File: config.mk
export PLATFORM = sky130hd
export DESIGN_NAME = comparator_serial_msb
export DESIGN_NICKNAME = d
export VERILOG_FILES = /design/src/rtl/comparator_serial_msb.sv
export SDC_FILE = /design/constraint.sdc
export NUM_CORES = 1
export LEC_CHECK = 0
export ABC_AREA = 1
export CAP_MARGIN = 20
export CORE_MARGIN = 2
export CORE_UTILIZATION = 40
export CTS_BUF_LIST = sky130_fd_sc_hd__clkbuf_16
export DETAILED_ROUTE_END_ITERATION = 6
export PLACE_DENSITY = 0.69
export SYNTH_ARGS = -nofsm -noshare
export SYNTH_HDL_FRONTEND = slang
export SYNTH_SLANG_ARGS = --single-unit
File: constraint.sdc
create_clock -name clk_i -period 3.55 [get_ports clk_i]
set_input_delay 1.065 -clock clk_i [delete_from_list [all_inputs] [get_ports clk_i]]
set_output_delay 1.065 -clock clk_i [all_outputs]
set_load 0.01 [all_outputs]
File: src/rtl/comparator_serial_msb.sv
// rtl/comparator_serial_msb.sv - bit-serial MSB-first magnitude comparator, signed or unsigned
// Optional macro COMP_EARLY_EXIT_EN: stop scanning at the first differing bit.
module comparator_serial_msb #(
   parameter int nb_bits = 32
) (
   input  logic               clk_i,
   input  logic               rst_n_i,
   input  logic               start_i,
   input  logic               signed_i,
   input  logic [nb_bits-1:0] A_i,
   input  logic [nb_bits-1:0] B_i,
   output logic               ready_o,
   output logic               done_o,
   output logic               greater_o,
   output logic               equal_o,
   output logic               lesser_o
);

   localparam int iw = $clog2(nb_bits);
   localparam logic [iw-1:0] top_idx = iw'(nb_bits - 1);

   typedef enum logic [1:0] {IDLE, SCAN, DONE} state_t;

   state_t             state;
   state_t             state_nx;
   logic [nb_bits-1:0] a_q;
   logic [nb_bits-1:0] b_q;
   logic               sgn_q;
   logic [iw-1:0]      idx;

   logic               accept;
   logic               bit_a;
   logic               bit_b;
   logic               differ;
   logic               bit_gt;
   logic               decide;
   logic               res_eq;
   logic               res_gt;

`ifndef COMP_EARLY_EXIT_EN
   logic               diff_q;
   logic               gt_q;
`endif

   assign ready_o = (state != SCAN);
   assign done_o  = (state == DONE);
   assign accept  = start_i && ready_o;

   always_comb begin
      bit_a  = a_q[idx];
      bit_b  = b_q[idx];
      differ = bit_a ^ bit_b;
      // The sign bit carries negative weight, so a set MSB on B means A is larger.
      bit_gt = (sgn_q && (idx == top_idx)) ? bit_b : bit_a;
`ifdef COMP_EARLY_EXIT_EN
      decide = differ || (idx == '0);
      res_eq = !differ;
      res_gt = differ && bit_gt;
`else
      decide = (idx == '0);
      res_eq = !diff_q && !differ;
      res_gt = diff_q ? gt_q : (differ && bit_gt);
`endif
   end

   always_comb begin
      state_nx = state;
      case (state)
         IDLE:    if (accept) state_nx = SCAN;
         SCAN:    if (decide) state_nx = DONE;
         DONE:    state_nx = accept ? SCAN : IDLE;
         default: state_nx = IDLE;
      endcase
   end

   always_ff @(posedge clk_i or negedge rst_n_i) begin
      if (!rst_n_i) state <= IDLE;
      else          state <= state_nx;
   end

   always_ff @(posedge clk_i or negedge rst_n_i) begin
      if (!rst_n_i) begin
         a_q   <= '0;
         b_q   <= '0;
         sgn_q <= 1'b0;
         idx   <= '0;
`ifndef COMP_EARLY_EXIT_EN
         diff_q <= 1'b0;
         gt_q   <= 1'b0;
`endif
      end else if (accept) begin
         a_q   <= A_i;
         b_q   <= B_i;
         sgn_q <= signed_i;
         idx   <= top_idx;
`ifndef COMP_EARLY_EXIT_EN
         diff_q <= 1'b0;
         gt_q   <= 1'b0;
`endif
      end else if (state == SCAN) begin
         if (idx != '0) idx <= idx - 1'b1;
`ifndef COMP_EARLY_EXIT_EN
         // Only the first (most significant) difference decides the result.
         if (differ && !diff_q) begin
            diff_q <= 1'b1;
            gt_q   <= bit_gt;
         end
`endif
      end
   end

   always_ff @(posedge clk_i or negedge rst_n_i) begin
      if (!rst_n_i) begin
         greater_o <= 1'b0;
         equal_o   <= 1'b0;
         lesser_o  <= 1'b0;
      end else if ((state == SCAN) && decide) begin
         greater_o <= !res_eq && res_gt;
         equal_o   <= res_eq;
         lesser_o  <= !res_eq && !res_gt;
      end
   end

endmodule

==> results of run 1 <==
[cells by family after synthesis]
| family | count (synthesis) |
|---|---|
| buffers and inverters | 65 |
| adders and majority gates | 2 |
| AOI/OAI and AO/OA | 46 |
| and+or+nand+nor | 385 |
| DFF | 77 |
[worst paths after layout]
check | to | cells after the start
worst max-delay path | ready_o | 2
min in group asynchronous | equal_o | 1
max in group asynchronous | a_q[2] | 1
worst min-delay path | b_q[29] | 2
worst max register to register | gt_q | 12
worst min register to register | b_q[29] | 2
[synthesized netlist by cell type, types with 2 or more instances]
cell / number
ha_1: 2
buf_4: 2
nand3_1: 56
buf_6: 7
nor2_1: 9
dfrtp_1: 77
o21ai_1: 7
o21ai_0: 25
inv_2: 3
clkbuf_1: 11
nand2_2: 3
buf_2: 9
inv_1: 31
nand3_2: 3
a21oi_1: 10
nand2_1: 310
[report_power, final]
part / switching [mW] / internal (mW) / leakage, nW
clock: 0.342 / 0.676 / 0.163
combinational: 1.27 / 0.727 / 1.48
sequential: 0.282 / 1.29 / 0.948
total: 1.90 / 2.69 / 2.59
[critical path, stage by stage (launching register included)]
cell             delay (ns)
dfrtp_1                0.40
nand2_1                0.17
clkdlybuf4s50_1        0.57
[final cells by class]
class,count,area (sq um),area share
clock buffer,9,225,0.0437
clock inverter,7,105,0.0204
inverter,36,143,0.0277
multi-input combinational,433,1830,0.355
sequential,77,1930,0.374
tap,133,166,0.0323
timing repair buffer,77,756,0.147
[sequential cells by signal, indices dropped and copies added (netlist names)]
signal,flops
b_q,32
state,2
gt_q,1
lesser_o,1
idx,5
a_q,32
sgn_q,1
diff_q,1
equal_o,1
greater_o,1
[layer usage]
layer | vias up | global-route usage | part of all wire
met1 | 1724 | 0.265 | 0.47
met3 | 15 | 0.0443 | 0.057
met4 | 0 | 0.0676 | 0.016
met5 | - | 0 | 0
met2 | 117 | 0.305 | 0.46
li1 | 1914 | - | -
==> metrics.yaml, run 1 <==
run_status:
  outcome: "completed"
synth:
  synth_compound_area_frac: 0.0596
  synth_top_area_frac: 0.473
  synth.distinct_cells: 26
  synth_edf_count: 0
  syn_area_sq_um: 4070
  synthFlopType: "dfrtp_1"
  synth_xor_area_frac: 0
  synth-seq-cells: 77
  synthArstFlopShare: 1.00
  seq_area_frac_synth: 0.473
  synth_top_family_by_area: "simple AND/OR/NAND/NOR gates"
  syn_avg_cell_area_sq_um: 7.08
  synth_fa_ha_area_frac: 0.00614
  synthMuxAreaShare: 0
  synthSimpleGateAreaFrac: 0.382
  synthTopCellsByArea: "dfrtp_1 47%, nand2_1 29%, nand3_1 6.9%"
  ys.warnings.count: 0
  syn_nets: 645
  synth_cells: 575
  synth_area_leader_cell: "dfrtp_1"
clock_network:
  cts_buffer_depth: 2
  postCtsSetupBuffers: 0
  cts.repair.resized: 0
  htreeDepth: 3
  clock_latency_ns: 0.33
  cts_tree: "done"
  clkSinkCount: 77
  numCtsBuffers: 9
  root_buffer: "clkbuf_16"
  clk_pin_slew_worst_paths_ns: 0.06
  hold_buffers: 0
hold_path:
  hp-start: "b_q[29]"
  hold_path_class: "flip-flop to flip-flop"
flow_run:
  cap_viol_max_count: 0
cells_and_area:
  fill_cells: 1007
  final_cells: 772
  utilization: 0.525
  fin_area_sq_um: 5150
  area_growth_pct: 26.5
  nets: 704
  final_cell_mix: "310 x nand2_1, 77 x dfrtp_1, 71 x clkdlybuf4s50_1"
  drive_gt1_frac: 0.0485
  antennaDiodeCount: 0
  final_common_cell: "nand2_1"
place:
  post-dp-hpwl_um: 6760
  dp_cells: 756
  dp_slack_ns: 0.873
  placed_area_sq_um: 4820
  portBuffers: 72
  gp_congestion: 0.877
global_routing:
  track_usage: 0.194
  antenna_found_initial: 0
  overflow: 0
  grt_pass1_vias: 3652
  grt_max_degree: 87
  grt_pass1_wl_um: 17300
timing:
  fmax_mhz: 395
  finalHoldViolCount: 0
  min_period_ns: 2.53
  holdWs_ns: 0.470
  setup_violations: 0
  drv_slew: 0
  worst_slew_pin_slew_ns: 0.960
  max_slew_margin: 0.360
  timing.setup.tns_ns: 0
  setup_slack_ns: 1.02
  fin_crit_sh: 0.713
  finClkSkew_ns: 0.00313
  rsz0062_at_grt: "false"
detailed_routing:
  wl_um: 9970
  drc: 0
  vias: 3770
  drtIter0Drc: 211
  detail-route-antenna-nets: 0
  wl_per_cell_um: 12.9
  detail_route.first_pass.iterations: 5
  viasPerCell: 4.88
worst_setup_path:
  cp-start-kind: "flip-flop"
  path_class: "flip-flop to output port"
  worstSetupStartpoint: "state[0]"
  crit_fanout: 5
  cp-end-kind: "output port"
  rrSetupSlack_ns: 1.08
  required_ns: 2.48
  cp.arrival_ns: 1.47
  r2r_start: "idx[2]"
floorplanning:
  die_w_um: 105
  core-area_sq_um: 9820
  std_cell_rows: 36
  dieHeight_um: 105
  start_util: 0.415
  ios: 73
  dieArea_sq_um: 11000
pwr:
  leakagePower_nw: 2.59
  p_total_mw: 4.59
  power.density_nw_per_um2: 890
  vdd_drop_max_mv: 0.359
Power figures use the tool's default switching activity.
==> inputs of run 2 (changes only) <==
==> constraint.sdc (replaced) <==
create_clock -name clk_i -period 2.35 [get_ports clk_i]
set_input_delay 0.705 -clock clk_i [delete_from_list [all_inputs] [get_ports clk_i]]
set_output_delay 0.705 -clock clk_i [all_outputs]
set_load 0.01 [all_outputs]
==> run 2 against run 1 <==
Compared with the run above:
- sequential power is 46% higher
- register-to-register slack got worse by 0.79 ns
- wire length grew 1.1%
- non-clock buffer count is 5 higher
- power grew 46%
- worst hold slack worse by 0.12 ns
- utilization shrank 0.10 points
- critical endpoint unchanged
- largest cell class unchanged
==> metrics.yaml, run 2 (synthesis results as in run 1) <==
place:
  dp_slack_ns: 0.101  # -0.771 ns
  post-dp-hpwl_um: 7060  # +4.4%
  dp_cells: 761  # +0.66%
  gp_congestion: 0.871  # -0.70%
  portBuffers: 72  # unchanged
clock_network:
  clk_pin_slew_worst_paths_ns: 0.05  # about the same
  postCtsSetupBuffers: 0  # unchanged
  cts_buffer_depth: 2  # unchanged
  root_buffer: "clkbuf_16"
  clkSinkCount: 77  # unchanged
  cts.repair.resized: 0  # unchanged
  cts_tree: "done"
  numCtsBuffers: 9  # unchanged
  clock_latency_ns: 0.33  # about the same
  hold_buffers: 0  # unchanged
  htreeDepth: 3  # unchanged
cells_and_area:
  final_common_cell: "nand2_1"
  antennaDiodeCount: 0  # unchanged
  nets: 709  # +0.71%
  final_cells: 776  # +0.52%
  utilization: 0.524  # -0.00102
  area_growth_pct: 26.3
  fill_cells: 1015  # +0.79%
  drive_gt1_frac: 0.0575  # +0.00903
  final_cell_mix: "310 x nand2_1, 77 x dfrtp_1, 71 x clkdlybuf4s50_1"
  largestRegisters: "a_q x32, b_q x32, idx x5"
worst_setup_path:
  cp_num_buf_inv: 1  # unchanged
  cp-start-kind: "flip-flop"
  cp.arrival_ns: 1.44  # -0.03 ns
  crit_fanout: 5  # unchanged
  path_class: "flip-flop to output port"
  path_delay_family: "buffers and inverters"
  cp_cell_sequence: "nand2_1, clkdlybuf4s50_1"
  required_ns: 1.64  # -0.84 ns
  critPathMaxStageDelay_ns: 0.56  # about the same
  cpMaxStageDelayCell: "clkdlybuf4s50_1"
  cp-end-kind: "output port"
timing:
  setup_violations: 0  # unchanged
  fin_crit_sh: 0.911
  rsz0062_at_grt: "false"
  finalHoldViolCount: 0  # unchanged
  timing.setup.tns_ns: 0  # unchanged
  fmax_mhz: 467
  finClkSkew_ns: 0.00639  # +0.00326 ns
  worst_slew_pin_slew_ns: 0.787  # -0.174 ns
  min_period_ns: 2.14
  setup_slack_ns: 0.208  # -0.811 ns
  max_slew_margin: 0.475  # +0.115
  drv_slew: 0  # unchanged
hold_path:
  hold_path_class: "input pin to async pin"
pwr:
  vdd_drop_max_mv: 0.430  # +20%
  intPower_mw: 3.79  # +41%
  power.density_nw_per_um2: 1300  # +46%
  netSwitchingPower_mw: 2.89  # +52%
  leakagePower_nw: 2.59  # -0.24%
  netSwitchingFraction: 0.433  # +0.0191
  comb_power_share: 0.477  # +0.041
  p_clk_frac: 0.180  # -0.042
  p_seq_frac: 0.342  # about the same
detailed_routing:
  wl_per_cell_um: 13.0  # +0.54%
  wl_um: 10100  # +1.1%
  drc: 0  # unchanged
  vias: 3792  # +0.58%
  detail_route.first_pass.iterations: 5  # unchanged
  viasPerCell: 4.89  # about the same
  detail-route-antenna-nets: 0  # unchanged
  drtIter0Drc: 227  # +7.6%
global_routing:
  antenna_found_initial: 0  # unchanged
  overflow: 0  # unchanged
  grt_pass1_wl_um: 17400  # +0.48%
  grt_max_degree: 87  # unchanged
  grt_pass1_vias: 3737  # +2.3%
  track_usage: 0.196  # +0.00215
floorplanning:
  dieHeight_um: 105  # unchanged
  die_w_um: 105  # unchanged
  dieArea_sq_um: 11000  # unchanged
  std_cell_rows: 36  # unchanged
  start_util: 0.415  # unchanged
  core-area_sq_um: 9820  # unchanged
  ios: 73  # unchanged
run_status:
  outcome: "completed"
flow_run:
  cap_viol_max_count: 0  # unchanged
[run 2: cell count changes in the layout (fill, tap and decap cells not counted)]
cell,change
buf_12,+2
buf_4,+3
bufinv_16,-3
clkinv_1,-2
clkinv_2,+2
clkinvlp_4,+2
[run 2: layout make-up]
class	instances	area [sq um]	area share
Inverter	36	143	0.0277
Timing Repair Buffer	82	818	0.159
Sequential cell	77	1930	0.375
Clock inverter	6	32.5	0.00633
Clock buffer	9	225	0.0438
Tap cell	133	166	0.0324
Multi-Input combinational cell	433	1830	0.356
[run 2: layer usage]
metal | share of wire | track usage | vias to the layer above
met5 | 0 | 0 | -
met3 | 0.049 | 0.0312 | 7
met1 | 0.48 | 0.269 | 1756
met2 | 0.46 | 0.314 | 106
met4 | 0.0083 | 0.0733 | 0
li1 | - | - | 1923
[run 2: worst paths after layout]
check,endpoint,from,slack (ns),depth (start not counted)
max in group asynchronous,a_q[3],rst_n_i,1.42,2
hold reg to reg,a_q[12],a_q[12],0.47,2
setup / recovery,ready_o,state[0],0.21,2
setup reg to reg,idx[3],idx[1],0.29,12
min in group clk_i,a_q[12],a_q[12],0.47,2
hold / removal,b_q[16],rst_n_i,0.35,1
[run 2: stage by stage]
step,power (mW),hold WS (ns),area [sq um]
final,6.68,0.348,5140
after global routing,7.33,0.394,5140
after CTS,6.71,0.364,5140
after detailed placement,5.47,0.459,4880
after global placement,5.37,0.455,4880
after floorplan,4.64,0.409,4070
[run 2: power groups by stage]
stage	logic, mW	clock network (mW)	registers [mW]
after detailed placement	3.17	0	2.31
after floorplan	2.43	0	2.21
final	3.19	1.20	2.29
after global routing	3.69	1.28	2.35
after global placement	3.08	0	2.29
after CTS	3.19	1.23	2.29
